$ cat config.mk
export PLATFORM = sky130hd
export DESIGN_NAME = interrupt_ctrl
export DESIGN_NICKNAME = d
export VERILOG_FILES = /design/src/rtl/interrupt_ctrl_pkg.sv /design/src/rtl/interrupt_ctrl_sync.sv /design/src/rtl/interrupt_ctrl.sv
export SDC_FILE = /design/constraint.sdc
export NUM_CORES = 1
export LEC_CHECK = 0
export CAP_MARGIN = 0
export CORE_MARGIN = 2
export CORE_UTILIZATION = 35
export DETAILED_ROUTE_END_ITERATION = 16
export PLACE_DENSITY = 0.77
export SLEW_MARGIN = 15
export SYNTH_ARGS = -nofsm -noshare
export SYNTH_HDL_FRONTEND = slang
export SYNTH_SLANG_ARGS = --single-unit
$ cat constraint.sdc
create_clock -name clk -period 1.3 [get_ports clk]
set_clock_uncertainty 0.05 [all_clocks]
set_input_delay 0.26 -clock clk [delete_from_list [all_inputs] [get_ports clk]]
set_output_delay 0.26 -clock clk [all_outputs]
set_load 0.005 [all_outputs]
$ cat src/rtl/interrupt_ctrl_pkg.sv
// Shared types, vectors and FSM encodings for the interrupt/reset arbiter.
// Optional pin synchronisers are enabled with the INT_SYNC_EN macro.
package interrupt_ctrl_pkg;

  typedef enum logic [2:0] {
    IntNone  = 3'd0,
    IntReset = 3'd1,
    IntNMI   = 3'd2,
    IntIRQ   = 3'd3,
    IntBRK   = 3'd4
  } IntType;

  localparam logic [15:0] VEC_NMI   = 16'hFFFA;
  localparam logic [15:0] VEC_RESET = 16'hFFFC;
  localparam logic [15:0] VEC_IRQ   = 16'hFFFE;

  localparam logic [1:0] ST_RST_SEQ = 2'd0;
  localparam logic [1:0] ST_IDLE    = 2'd1;
  localparam logic [1:0] ST_PENDING = 2'd2;
  localparam logic [1:0] ST_SERVICE = 2'd3;

  // IRQ, BRK and the idle default all share the FFFE vector.
  function automatic logic [15:0] vec_of(input IntType t);
    case (t)
      IntNMI:   vec_of = VEC_NMI;
      IntReset: vec_of = VEC_RESET;
      default:  vec_of = VEC_IRQ;
    endcase
  endfunction

endpackage

$ cat src/rtl/interrupt_ctrl_sync.sv
// Pin conditioner: optional two-flop synchroniser (INT_SYNC_EN) plus a
// falling-edge detector on the conditioned level.
module int_sync (
  input  logic clk,
  input  logic rst,
  input  logic pin,
  output logic level,
  output logic fall
);

  logic level_d;

`ifdef INT_SYNC_EN
  logic meta;
  logic sync;

  always_ff @(posedge clk or posedge rst) begin
    if (rst) begin
      meta <= 1'b1;
      sync <= 1'b1;
    end else begin
      meta <= pin;
      sync <= meta;
    end
  end

  assign level = sync;
`else
  assign level = pin;
`endif

  always_ff @(posedge clk or posedge rst) begin
    if (rst) level_d <= 1'b1;
    else     level_d <= level;
  end

  // High for one cycle after level goes 1->0; consumed by a registered latch.
  assign fall = level_d & ~level;

endmodule

$ cat src/rtl/interrupt_ctrl.sv
// Interrupt/reset arbiter feeding the CPU sequencer via req/ack/done.
// Build option INT_SYNC_EN adds two-flop synchronisers on n_nmi and n_irq.
// Handshake: int_req is a level held from poll (or reset) until ack is
// sampled; the sequencer then runs the sequence and pulses done once the PC
// holds the vector. ack outside RstSeq/Pending and done outside Service are
// ignored.
import interrupt_ctrl_pkg::*;

module interrupt_ctrl (
  input  logic        clk,
  input  logic        reset,
  input  logic        n_nmi,
  input  logic        n_irq,
  input  logic        p_i,
  input  logic        brk,
  input  logic        poll,
  input  logic        ack,
  input  logic        done,
  output logic        int_req,
  output IntType      int_type,
  output logic [15:0] vec_addr,
  output logic        b_flag,
  output logic        no_write,
  output logic        set_i,
  output logic [1:0]  state,
  output logic        nmi_pend
);

  IntType cur_type;
  logic   nmi_s;
  logic   nmi_fall;
  logic   irq_s;
  logic   irq_act;
  logic   take_ack;

  int_sync u_nmi_sync (
    .clk   (clk),
    .rst   (reset),
    .pin   (n_nmi),
    .level (nmi_s),
    .fall  (nmi_fall)
  );

  int_sync u_irq_sync (
    .clk   (clk),
    .rst   (reset),
    .pin   (n_irq),
    .level (irq_s),
    .fall  ()
  );

  assign irq_act  = ~irq_s & ~p_i;
  assign take_ack = ack & (state == ST_PENDING);

  always_ff @(posedge clk or posedge reset) begin
    if (reset) begin
      state    <= ST_RST_SEQ;
      cur_type <= IntReset;
      b_flag   <= 1'b0;
      set_i    <= 1'b0;
      nmi_pend <= 1'b0;
    end else begin
      set_i <= 1'b0;

      // A new edge in the ack cycle must survive, so set beats clear.
      if (nmi_fall)
        nmi_pend <= 1'b1;
      else if (take_ack && cur_type == IntNMI)
        nmi_pend <= 1'b0;

      case (state)
        ST_RST_SEQ: begin
          if (ack) begin
            state <= ST_SERVICE;
            set_i <= 1'b1;
          end
        end
        ST_IDLE: begin
          if (poll) begin
            if (nmi_pend) begin
              cur_type <= IntNMI;
              b_flag   <= brk;
              state    <= ST_PENDING;
            end else if (brk) begin
              cur_type <= IntBRK;
              b_flag   <= 1'b1;
              state    <= ST_PENDING;
            end else if (irq_act) begin
              cur_type <= IntIRQ;
              b_flag   <= 1'b0;
              state    <= ST_PENDING;
            end
          end
        end
        ST_PENDING: begin
          if (ack) begin
            state <= ST_SERVICE;
            set_i <= 1'b1;
          end
        end
        default: begin
          if (done) begin
            state  <= ST_IDLE;
            b_flag <= 1'b0;
          end
        end
      endcase
    end
  end

  assign int_req  = (state == ST_RST_SEQ) || (state == ST_PENDING);
  assign int_type = (state == ST_IDLE) ? IntNone : cur_type;
  assign vec_addr = vec_of(int_type);
  assign no_write = (state == ST_RST_SEQ) ||
                    ((state == ST_SERVICE) && (cur_type == IntReset));

endmodule

==> flow_summary_export.csv <==
group,metric,value,unit
outcome,status,"finished, violations left",
outcome,violations,"setup timing",
logic_synthesis,syn_avg_cell_area,8.86,sq um
clocking,clk_latency,270,ps
setup_path,crit_chain,"nor3b_4, nand3_1, o21ai_1, buf_2",
sta,setup_violations,13,
floorplan,core_area,1510,sq um
global_route,grt_pass1_vias,562,
drt,vias_per_cell,4.58,
logic_synthesis,ys_seq_area_share,40.8,%
run,max-cap-violations,0,
floorplan,die_y,43.9,microns
logic_synthesis,syn_inst,63,
sta,timing.final.crit_share,123,%
setup_path,worst_path_max_delay_cell,"dfstp_2",
logic_synthesis,synth_commonest_cells,"14 x buf_4, 7 x dfrtp_1, 5 x inv_1",
logic_synthesis,synth_fa_ha_area_share,0,%
logic_synthesis,yosysMostFrequentCell,"buf_4",
layout,n_fill_cell,129,
sta,layout_setup_ws,-302,ps
setup_path,critPathMaxStageDelay,530,ps
drt,drtIter0Drc,11,
place,dp_hpwl,977,microns
pwr,power_density,2210,nW/um^2
logic_synthesis,synth_ff_type,"dfrtp_1",
clocking,cts.root.buffer_cell,"clkbuf_4",
floorplan,dieArea,1930,sq um
place,dpl.cell_count,113,
logic_synthesis,yosysWarnings,0,
logic_synthesis,synth.top_cell.area_share,31.4,%
floorplan,fp-row-count,14,
logic_synthesis,synth-edff-count,0,
drt,drt-total-wl,1.52,mm
layout,area_delta_synth_final,88.3,%
clocking,cts_tree,"done",
floorplan,dieWidth,43.9,microns
layout,diodes,0,
clocking,hold_buffers,0,
drt,firstDrtPassIters,2,
logic_synthesis,async_flop_share,100,%
layout,nets,124,
logic_synthesis,synth_top_cell_by_area,"dfrtp_1",
clocking,cts.sinks,9,
clocking,clock_path_buffers,2,
layout,post-route-util,69.8,%
clocking,clk_pin_slew,70,ps
logic_synthesis,synth.mux.area_fraction,0,%
setup_path,cp_max_fo,2,
setup_path,crit_required,990,ps
setup_path,crit_path_start_kind,"flop",
logic_synthesis,yosysUniqueCellTypes,25,
global_route,grt-ovfl-total,0,
sta,period_needed,1600,ps
setup_path,crit_family,"flip-flops",
sta,rsz0062_at_grt,"true",
global_route,antenna_found_initial,0,
hold_path,hold_path.class,"primary input to async pin",
global_route,grt_usage,17.4,%
clocking,cts_buffers,3,
pwr,p_leak,0.551,nW
sta,fmax,624,MHz
setup_path,path_class,"flop to primary output",
drt,drc,0,
sta,final-hold-violation-count,0,
clocking,htreeDepth,1,
layout,instances_no_fill,130,
global_route,grt_max_degree,10,
setup_path,timing.rr.start,"state[0]",
place,routabilityCongestion,0.732,
setup_path,crit_path_start,"cur_type[0]",
logic_synthesis,synth.area.top_cells,"dfrtp_1 31%, buf_4 19%, dfstp_2 9.4%",
setup_path,end_kind,"primary output",
sta,holdWs,198,ps
logic_synthesis,synth_top_family_by_area,"buffers and inverters",
logic_synthesis,yosys.area_share.xor_xnor,0,%
layout,drive_gt1_share,56.1,%
floorplan,pin_count,35,
logic_synthesis,synth-compound-area-share,15.7,%
setup_path,cp.arrival,1290,ps
global_route,grt_pass1_wl,2.39,mm
place,io_buffers,20,
drt,avgRoutedWirePerCell,11.7,microns
drt,antenna_left,0,
pwr,peakVddDrop,1.19,mV
floorplan,start_util,37.0,%
logic_synthesis,ys_ff_latch,9,
logic_synthesis,synth_area,558,sq um
drt,vias,596,
logic_synthesis,yosys.area_share.simple,20.0,%
setup_path,path_buf_inv,1,
sta,slew_viol_final,0,
[where the power goes]
group,switching [mW],total (mW),internal (mW),leakage (nW)
sequential,0.0635,0.464,0.401,0.101
combinational,0.636,1.64,0.999,0.435
clock,0.102,0.220,0.118,0.0150
[layout make-up]
type / count / area (sq um) / share of cell area [%]
tap: 16 / 20.0 / 1.90
clock buffer: 4 / 26.3 / 2.50
inverter: 5 / 23.8 / 2.26
timing repair buffer: 49 / 428 / 40.7
sequential: 9 / 228 / 21.7
multi-input combinational: 47 / 325 / 31.0
[layer usage]
layer  up-vias  global-route usage, %  wire (microns)
met4         0                   7.27              38
met1       275                   19.4             583
met2        31                   32.1             783
li1        284                      -               -
met5         -                      0               0
met3         6                   2.92             110
[metrics by stage]
step	worst slack [ps]	setup TNS (ps)	cell area [sq um]	power [mW]
final	-302	-1670	1050	2.32
after global routing	-360	-2250	1050	2.48
after CTS	-291	-1210	980	2.13
after detailed placement	-494	-2770	838	1.59
after global placement	-423	-2460	838	1.56
after floorplan	67.5	0	603	0.868
[sequential cells by signal, indices dropped and copies added (netlist names)]
| name | cells |
|---|---|
| cur_type | 3 |
| state | 2 |
| b_flag | 1 |
| nmi_pend | 1 |
| set_i | 1 |
| u_nmi_sync.level_d | 1 |
[cell families (layout without fill, tap and decap cells)]
group / after synthesis / in the layout
AO/OA/AOI/OAI: 14 / 14
other: 2 / 14
flip-flops: 9 / 9
AND/OR/NAND/NOR: 19 / 19
buffers and inverters: 19 / 58
[timing repair]
action / in CTS / in global routing
setup buffers: 11 / 4
resized for setup: 60 / 19
endpoints found under the setup margin: 13 / 16
pin swaps: 6 / 5
gates cloned: 0 / 0
[placed cells by master, fill, tap and decap left out, types with 2 or more instances in the layout]
cell type / netlist / final
conb_1: 2 / 14
o21ai_1: 1 / 2
nand2_1: 3 / 2
inv_1: 5 / 3
dfstp_2: 2 / 2
clkbuf_4: 0 / 3
nor2_2: 0 / 2
buf_4: 14 / 20
dlygate4sd2_1: 0 / 3
o21ai_2: 0 / 2
inv_4: 0 / 2
clkdlybuf4s50_1: 0 / 8
buf_6: 0 / 13
a21oi_2: 0 / 3
dfrtp_1: 7 / 7
buf_2: 0 / 4
[path summary, 6_finish.rpt]
| check | depth (start not counted) | slack [ps] | endpoint |
|---|---|---|---|
| setup / recovery | 4 | -300 | no_write |
| hold / removal | 2 | 200 | b_flag |
| setup reg to reg | 5 | -90 | cur_type[2] |
| hold reg to reg | 1 | 540 | nmi_pend |
| max in group asynchronous | 2 | 680 | u_nmi_sync.level_d |
| min in group clk | 1 | 380 | u_nmi_sync.level_d |
[worst register-to-register path, cell delays in order, from the launching register on]
cell     delay, ps
dfrtp_1        410
buf_6          130
buf_6          120
and3b_2        210
and3b_1        190
a21o_1         150
Note: power is estimated with default switching activity, not from simulation.
